==> config.mk <==
export PLATFORM = sky130hd
export DESIGN_NAME = wave_generator
export DESIGN_NICKNAME = d
export VERILOG_FILES = /design/src/rtl/wave_pkg.sv /design/src/rtl/wave_generator_sine_quarter_lut.sv /design/src/rtl/wave_generator.sv
export SDC_FILE = /design/constraint.sdc
export NUM_CORES = 1
export LEC_CHECK = 0
export ABC_AREA = 1
export BUFFER_PORTS_ARGS = -buffer_cell sky130_fd_sc_hd__buf_2
export CAP_MARGIN = 0
export CORE_ASPECT_RATIO = 1.1
export CORE_UTILIZATION = 55
export CTS_CLUSTER_SIZE = 12
export DETAILED_ROUTE_END_ITERATION = 16
export GPL_ROUTABILITY_DRIVEN = 0
export PLACE_DENSITY = 0.78
export SYNTH_ARGS = -nofsm -noshare
export SYNTH_HDL_FRONTEND = slang
export SYNTH_SLANG_ARGS = --single-unit
==> constraint.sdc <==
create_clock -name MHz10 -period 3.2 [get_ports MHz10]
set_clock_uncertainty 0.1 [all_clocks]
set_input_delay 0.16 -clock MHz10 [delete_from_list [all_inputs] [get_ports MHz10]]
set_output_delay 0.16 -clock MHz10 [all_outputs]
set_load 0.01 [all_outputs]
==> src/rtl/wave_pkg.sv <==
// Shared wave-mode codes, sample constants and FSM encoding for the wave selector/generator pair.
package wave_pkg;

  localparam int unsigned SAMPLE_W = 8;
  localparam int unsigned MODE_W   = 3;

  localparam logic [MODE_W-1:0] WM_SAW      = 3'd0;
  localparam logic [MODE_W-1:0] WM_SQUARE   = 3'd1;
  localparam logic [MODE_W-1:0] WM_REV      = 3'd2;
  localparam logic [MODE_W-1:0] WM_TRIANGLE = 3'd3;
  localparam logic [MODE_W-1:0] WM_SINE     = 3'd4;
  localparam logic [MODE_W-1:0] WM_TRUMPET  = 3'd5;
  localparam logic [MODE_W-1:0] WM_VIOLIN   = 3'd6;

  localparam logic [SAMPLE_W-1:0] SAMPLE_MID = 8'd128;

  typedef enum logic [1:0] {
    ST_IDLE = 2'd0,
    ST_LK1  = 2'd1,
    ST_LK2  = 2'd2,
    ST_MIX  = 2'd3
  } state_t;

  // Quarter-wave LUT address for an 8-bit phase (second quarter mirrored).
  function automatic logic [5:0] sine_index(input logic [7:0] x);
    return x[6] ? ~x[5:0] : x[5:0];
  endfunction

  // Unfold a quarter-wave amplitude into a full unsigned sine sample.
  function automatic logic [7:0] sine_fold(input logic lower_half, input logic [6:0] amp);
    return lower_half ? (8'd127 - 8'(amp)) : (8'd128 + 8'(amp));
  endfunction

endpackage

==> src/rtl/wave_generator_sine_quarter_lut.sv <==
// Combinational 64x7 quarter-wave ROM: round(127*sin(pi*(2i+1)/256)).
module sine_quarter_lut
  import wave_pkg::*;
(
  input  logic [5:0] idx,
  output logic [6:0] amp
);

  always_comb begin
    amp = 7'd0;
    case (idx)
      6'd0:  amp = 7'd2;   6'd1:  amp = 7'd5;   6'd2:  amp = 7'd8;   6'd3:  amp = 7'd11;
      6'd4:  amp = 7'd14;  6'd5:  amp = 7'd17;  6'd6:  amp = 7'd20;  6'd7:  amp = 7'd23;
      6'd8:  amp = 7'd26;  6'd9:  amp = 7'd29;  6'd10: amp = 7'd32;  6'd11: amp = 7'd35;
      6'd12: amp = 7'd38;  6'd13: amp = 7'd41;  6'd14: amp = 7'd44;  6'd15: amp = 7'd47;
      6'd16: amp = 7'd50;  6'd17: amp = 7'd53;  6'd18: amp = 7'd56;  6'd19: amp = 7'd58;
      6'd20: amp = 7'd61;  6'd21: amp = 7'd64;  6'd22: amp = 7'd67;  6'd23: amp = 7'd69;
      6'd24: amp = 7'd72;  6'd25: amp = 7'd74;  6'd26: amp = 7'd77;  6'd27: amp = 7'd79;
      6'd28: amp = 7'd82;  6'd29: amp = 7'd84;  6'd30: amp = 7'd86;  6'd31: amp = 7'd89;
      6'd32: amp = 7'd91;  6'd33: amp = 7'd93;  6'd34: amp = 7'd95;  6'd35: amp = 7'd97;
      6'd36: amp = 7'd99;  6'd37: amp = 7'd101; 6'd38: amp = 7'd103; 6'd39: amp = 7'd105;
      6'd40: amp = 7'd106; 6'd41: amp = 7'd108; 6'd42: amp = 7'd110; 6'd43: amp = 7'd111;
      6'd44: amp = 7'd113; 6'd45: amp = 7'd114; 6'd46: amp = 7'd115; 6'd47: amp = 7'd117;
      6'd48: amp = 7'd118; 6'd49: amp = 7'd119; 6'd50: amp = 7'd120; 6'd51: amp = 7'd121;
      6'd52: amp = 7'd122; 6'd53: amp = 7'd123; 6'd54: amp = 7'd124; 6'd55: amp = 7'd124;
      6'd56: amp = 7'd125; 6'd57: amp = 7'd125; 6'd58: amp = 7'd126; 6'd59: amp = 7'd126;
      6'd60: amp = 7'd127; 6'd61: amp = 7'd127; 6'd62: amp = 7'd127; 6'd63: amp = 7'd127;
      default: amp = 7'd0;
    endcase
  end

endmodule

==> src/rtl/wave_generator.sv <==
// Phase-accumulator waveform source: one 8-bit unsigned sample per SAMPLE_DIV clocks,
// computed over IDLE->LK1->LK2->MIX with a single shared sine LUT.
module wave_generator
  import wave_pkg::*;
#(
  parameter int unsigned SAMPLE_DIV = 227,
  parameter int unsigned PHASE_W    = 16
) (
  input  logic               MHz10,
  input  logic               nrst,
  input  logic               en,
  input  logic [2:0]         wave_mode,
  input  logic [PHASE_W-1:0] phase_inc,
  output logic [7:0]         sample,
  output logic               sample_valid
);

  localparam int unsigned CNT_W = 16;
  localparam logic [CNT_W-1:0] CNT_LAST = CNT_W'(SAMPLE_DIV - 1);

  logic [CNT_W-1:0]   count;
  logic               tick_c;
  logic [PHASE_W-1:0] phase_acc;
  logic [2:0]         mode_r;
  logic [7:0]         p_r;
  logic [7:0]         sin1_r;
  logic [7:0]         sin2_r;
  state_t             state;
  state_t             state_next;

  logic [7:0] lut_x_c;
  logic [5:0] lut_idx_c;
  logic [6:0] lut_amp_c;
  logic [7:0] sine_c;
  logic [7:0] tri_c;
  logic [8:0] trumpet_sum_c;
  logic [8:0] violin_sum_c;
  logic [7:0] mix_c;

  assign tick_c = en && (count == CNT_LAST);

  // Sample-rate divider; held at zero while disabled.
  always_ff @(posedge MHz10 or negedge nrst) begin
    if (!nrst)                count <= '0;
    else if (!en)             count <= '0;
    else if (count == CNT_LAST) count <= '0;
    else                      count <= count + CNT_W'(1);
  end

  always_ff @(posedge MHz10 or negedge nrst) begin
    if (!nrst)    state <= ST_IDLE;
    else if (!en) state <= ST_IDLE;
    else          state <= state_next;
  end

  always_comb begin
    state_next = state;
    case (state)
      ST_IDLE: if (tick_c) state_next = ST_LK1;
      ST_LK1:  state_next = ST_LK2;
      ST_LK2:  state_next = ST_MIX;
      ST_MIX:  state_next = ST_IDLE;
      default: state_next = ST_IDLE;
    endcase
  end

  // LK1 looks up the fundamental, LK2 the doubled phase for the violin overtone.
  assign lut_x_c   = (state == ST_LK2) ? {p_r[6:0], 1'b0} : p_r;
  assign lut_idx_c = sine_index(lut_x_c);
  assign sine_c    = sine_fold(lut_x_c[7], lut_amp_c);

  sine_quarter_lut u_lut (
    .idx (lut_idx_c),
    .amp (lut_amp_c)
  );

  assign tri_c         = p_r[7] ? ~{p_r[6:0], 1'b0} : {p_r[6:0], 1'b0};
  assign trumpet_sum_c = 9'(p_r) + 9'(sin1_r);
  assign violin_sum_c  = 9'(tri_c) + 9'(sin2_r);

  always_comb begin
    mix_c = SAMPLE_MID;
    case (mode_r)
      WM_SAW:      mix_c = p_r;
      WM_SQUARE:   mix_c = p_r[7] ? 8'd0 : 8'd255;
      WM_REV:      mix_c = ~p_r;
      WM_TRIANGLE: mix_c = tri_c;
      WM_SINE:     mix_c = sin1_r;
      WM_TRUMPET:  mix_c = trumpet_sum_c[8:1];
      WM_VIOLIN:   mix_c = violin_sum_c[8:1];
      default:     mix_c = SAMPLE_MID;
    endcase
  end

  always_ff @(posedge MHz10 or negedge nrst) begin
    if (!nrst) begin
      phase_acc    <= '0;
      mode_r       <= WM_SAW;
      p_r          <= '0;
      sin1_r       <= '0;
      sin2_r       <= '0;
      sample       <= SAMPLE_MID;
      sample_valid <= 1'b0;
    end else if (!en) begin
      phase_acc    <= '0;
      sample       <= SAMPLE_MID;
      sample_valid <= 1'b0;
    end else begin
      sample_valid <= 1'b0;
      case (state)
        ST_IDLE: if (tick_c) begin
          mode_r    <= wave_mode;
          p_r       <= phase_acc[PHASE_W-1 -: 8];
          phase_acc <= phase_acc + phase_inc;
        end
        ST_LK1: sin1_r <= sine_c;
        ST_LK2: sin2_r <= sine_c;
        ST_MIX: begin
          sample       <= mix_c;
          sample_valid <= 1'b1;
        end
        default: ;
      endcase
    end
  end

endmodule

# Word-level counts from Yosys, hierarchy flattened
# Memory sizes are Yosys's and may differ from the RTL's.
# Index checks and enable logic that the tools add are counted.
# classes
add_sub_neg	6
eq_ne	14
muxes	18
n_bitwise	3
n_reduce_logical	7
# ops
op	n
2-to-1 mux 16 bit	5
one-hot mux 8 bit (7 select lines)	1
2-to-1 mux 8 bit	6
adder 8 x 8 -> 9 bit	2
adder 16 x 1 -> 16 bit (second input constant)	1
adder 16 bit	1
equality test 16 x 8 -> 1 bit (second input constant)	1
NOT 8 bit	2
equality test 3 bit (second input constant)	3
adder 8 x 7 -> 8 bit (first input constant)	1
one-hot mux 2 bit (4 select lines)	1
subtractor 7 x 7 -> 8 bit (first input constant)	1
equality test 3 x 2 -> 1 bit (second input constant)	2
2-to-1 mux 6 bit	1
!= test 2 x 1 -> 1 bit (second input constant)	3
NOT 6 bit	1
AND reduction 2 bit	3
equality test 2 bit (second input constant)	2
2-to-1 mux 2 bit	2
equality test 3 x 1 -> 1 bit (second input constant)	1
zero test 3 bit	1
!= test 3 bit (second input constant)	1
AND reduction 3 bit	1
equality test 2 x 1 -> 1 bit (second input constant)	1
3 further kinds	4
# word_totals
regBits	70
rom_bits	448
in_bits	22
elab_cells	58
mem_count	1
# memory_table
name	words	width	rd	rd_clocked_by_memory_dff	write_ports	line	source
(no name shown)	64	7	1	0	0	wave_generator_sine_quarter_lut.sv:11	case (idx)

# Longest topological paths before layout
# An unclocked memory read counts as a cell.
# logic_depth
depth_word	7
depth_mapped	19
depth_no_buf	18

# Cells and area by module
# Synthesis repeated with hierarchy kept, for this count alone.
# hier_totals
hier_cells	831
area_unflattened_um2	5755.5
# modules_own_cells
module	n_inst	cells_per_inst	area_each_um2
wave_generator	1	711	5136.2
sine_quarter_lut	1	120	619.3

# Worst setup path after synthesis
# Ideal clock, no wire load.
# synth_path
kind	register to register
start	register state[0]
end	register sin1_r[2]
arrival_ns	2.206
t_required_ns	2.982
setup_slack_ns	0.776
path_stages_with_launch	16
synth_period_minus_slack_ns	2.424
cell_sequence	dfrtp_1 -> inv_1 -> ha_1 -> buf_2 -> nand2_1 -> o21a_1 -> nand2_1 -> nand2_1 -> ha_1 -> nand3_1 -> nand2_1 -> nand3b_1 -> nand3_1 -> nand2_1 -> nand3_1 -> nand2_1
# synth_between
elab_chain_len	7
# synth_rtl
element	line	source
start: declaration	wave_generator.sv:28	state_t state;
start signal: assignment	wave_generator.sv:53	else state <= state_next;
equality test 2 bit	wave_generator.sv:68	assign lut_x_c = (state == ST_LK2) ? {p_r[6:0], 1'b0} : p_r;
2-to-1 mux 8 bit	wave_generator.sv:68	
NOT 6 bit	wave_pkg.sv:26	return x[6] ? ~x[5:0] : x[5:0];
2-to-1 mux 6 bit	wave_pkg.sv:26	
memory read (64 x 7 bit)	-	
adder 8 x 7 -> 8 bit or subtractor 7 x 7 -> 8 bit (tied branches)	wave_pkg.sv:31	return lower_half ? (8'd127 - 8'(amp)) : (8'd128 + 8'(amp));
2-to-1 mux 8 bit	wave_pkg.sv:31	
end signal: assignment	wave_generator.sv:116	ST_LK1: sin1_r <= sine_c;
end: declaration	wave_generator.sv:26	logic [7:0] sin1_r;
# Several ways; a longest one is shown, not always the timed one.
# A chain may end at the register's enable or synchronous reset.

# Worst setup path after layout
# layout_path
start	register state[0]
end	register sin2_r[1]
# layout_between
elab_chain_len	7
# layout_rtl
element	line	source
equality test 2 bit *	wave_generator.sv:68, wave_generator.sv:110	
2-to-1 mux 8 bit	wave_generator.sv:68	
NOT 6 bit	wave_pkg.sv:26	
2-to-1 mux 6 bit	wave_pkg.sv:26	
memory read (64 x 7 bit)	-	
adder 8 x 7 -> 8 bit or subtractor 7 x 7 -> 8 bit (tied branches)	wave_pkg.sv:31	
2-to-1 mux 8 bit	wave_pkg.sv:31	
end signal: assignment	wave_generator.sv:117	ST_LK2: sin2_r <= sine_c;
end: declaration	wave_generator.sv:27	logic [7:0] sin2_r;
# Every way passes the cells marked *; elsewhere a longest branch is shown, timed or not.

==> run summary <==
Status: complete, no violations
Crit path max fanout: 11
Wirelength per Cell: 14.3 um
# DRC: 0
DR WL met2: 6.85 mm
Initial Util: 0.572
Root buf cell: clkbuf_8
DR pass1 iterations: 5
Reg area: 1750 um2
Main area contributors after synthesis: dfrtp_1 30%, nand2_1 17%, ha_1 10%
Post-route cell area: 6200 um2
Crit end category: flop
Final setup vio count: 0
Hold Fails Final Rpt: 0
Post-CTS setup buffer count: 0
Detailed Place HPWL: 10.6 mm
Max Cap Viol: 0
Ports: 31
Post-CTS resize count: 0
RSZ-0062 raised after global routing: no
Crit path DAT: 2970 ps
Routed WL: 13.9 mm
Critical path class: flop to flop
Yosys reg bits: 70
# H-tree levels: 3
CTS tree: yes
Vias in the first global route: 5352
Antenna-violating nets left: 0
Syn_nets: 882
Transition time at the pin with the least slew margin: 958 ps
Top FF cell, synth: dfrtp_1
Area post-placement: 5950 um2
Filler cells: 897
WHS Path Cells: 3
Max layer used: met4
Synth top area share: 0.304
Largest net degree at the start of global routing: 43
Post-synth EDFFs: 0
Placement Rows: 38
Maximum VDD drop: 0.320 mV
Commonest cells after routing, fill and taps aside: 263 x nand2_1, 77 x inv_1, 71 x nand3_1, 69 x dfrtp_1, 61 x o21ai_0
Commonest non-fill, non-tap cell in the layout: nand2_1
Nets@finish: 919
R2R depth: 16
Metal3 WL: 668 um
Fmax: 351 MHz
Slew headroom: 0.361
Synth Cell Area: 5680 um2
Slew Viols, Final: 0
Synth warn: 0
Minimum clock period: 2850 ps
Post-Synthesis Cells: 810
Leading area contributor after synthesis: dfrtp_1
Power Density: 551 nW/um2
Die height: 109 um
Port Buffer Count: 30
Max Root-Sink Buffers: 2
CORE AREA: 9940 um2
Via count: 5508
Clock transition at path regs: 70 ps
Async set-reset flop share out of synthesis: 1.00
First-pass GRT wire length: 23.7 mm
Avg Inst Size Synth: 7.01 um2
Share of layout cells above drive strength 1: 0.0974
Iteration-0 DRC Markers: 456
Clock Sinks: 70
Setup TNS: 0 ps
Total CTS buffers: 9
Layout area overhead: 9.21%
Number of vias per cell: 5.67
Netlist cell types: 49
Wl on met1: 5.96 mm
Multi-input gate area in the final layout: 3540 um2
Leak pwr: 3.32 nW
All-Layer GR Usage: 0.276
Seq/Total Area, Yosys: 0.309
Grt ovf: 0
Chip width: 98.9 um
Startpoint type of the worst setup path: flop
Die area: 10700 um2
Initial antenna violation count: 0
Crit path required time: 3330 ps
Worst Hold Class: input pin to flop
ANT cells: 0
Period utilization: 0.889
Worst skew pair latency: 340 ps
[synth_stat cells, types with 5 or more instances]
| library cell | number |
|---|---|
| dfrtp_1 | 69 |
| nor2_1 | 45 |
| nand2_4 | 5 |
| a21oi_1 | 45 |
| nor3_1 | 10 |
| nand2_2 | 10 |
| xor2_1 | 11 |
| ha_1 | 47 |
| nand3_1 | 71 |
| inv_1 | 77 |
| o21ai_0 | 61 |
| a211oi_1 | 5 |
| o21ai_1 | 9 |
| clkbuf_1 | 7 |
| nand3b_1 | 7 |
| nand4_1 | 10 |
| nand2_1 | 263 |
[worst paths after layout]
| path | from | endpoint | slack, ps |
|---|---|---|---|
| max | state[0]$_DFFE_PN0P_ | sin2_r[1]$_DFFE_PN0P_ | 350 |
| min | en | sample_valid$_DFF_PN0_ | 50 |
| max reg2reg | state[0]$_DFFE_PN0P_ | sin2_r[1]$_DFFE_PN0P_ | 350 |
| min reg2reg | sample[5]$_DFFE_PN0P_ | sample[5]$_DFFE_PN0P_ | 380 |
| max in group asynchronous | nrst | count[14]$_DFF_PN0_ | 1790 |
| min in group asynchronous | nrst | sin1_r[6]$_DFFE_PN0P_ | 400 |
[worst max-delay path: stages, from the launching register on]
cell,delay (ps)
dfrtp_1,400
inv_1,120
ha_1,260
inv_2,100
nand2_2,80
nand2_2,230
nand2_1,150
nand2_1,210
ha_1,400
nand3_1,150
nand3_1,80
nand2_1,60
nand2_1,50
nand2_1,70
nand3_1,100
nand3_1,110
nand2_1,60
[power breakdown]
part | internal [mW] | total, mW | switching (mW)
Sequential | 1.01 | 1.13 | 0.122
Combinational | 0.552 | 1.49 | 0.936
Clock | 0.462 | 0.794 | 0.333
Total | 2.02 | 3.41 | 1.39
[metrics by stage]
step           hold WS (ps)   util  setup WS, ps  cells  total power, mW
2_1_floorplan          -236      -           776    810             2.26
3_3_place_gp            255  0.598           541    952             2.56
3_5_place_dp            253  0.598           381    952             2.61
4_1_cts                38.2  0.624           359    972             3.42
5_1_grt                54.4  0.624          52.9    972             3.69
6_report               52.5  0.624           354    972             3.41
[cell families (layout without fill, tap and decap cells)]
logic type      after synthesis  after routing  synth area share
compound gates              144            144             0.143
flops                        70             70             0.309
fa+ha+maj                    50             50             0.114
xor+xnor                     17             17            0.0322
buf+inv                      96            138            0.0681
simple gates                433            433             0.334
[repair_timing]
action	CTS	global route
setup endpoints to repair	0	0
hold buffers	4	0
endpoints found under the hold margin	42	0
[flip-flops by register name, summed over array words and instances (netlist names)]
signal / count
count: 16
phase_acc: 16
p_r: 8
sample: 8
sin1_r: 8
sin2_r: 8
mode_r: 3
state: 2
sample_valid: 1
[per-layer routing]
metal	global-route usage	vias to the layer above
met1	0.330	2543
met2	0.492	163
li1	-	2760
met3	0.0485	42
met4	0.111	0
met5	0	-
[layout make-up]
cell class	instances	area share
multi-input combinational	644	0.571
sequential	70	0.283
inverter	82	0.0496
timing repair buffer	40	0.0379
tap	120	0.0242
clock buffer	13	0.0240
clock inverter	3	0.0109
Note: power is estimated with default switching activity, not from simulation.
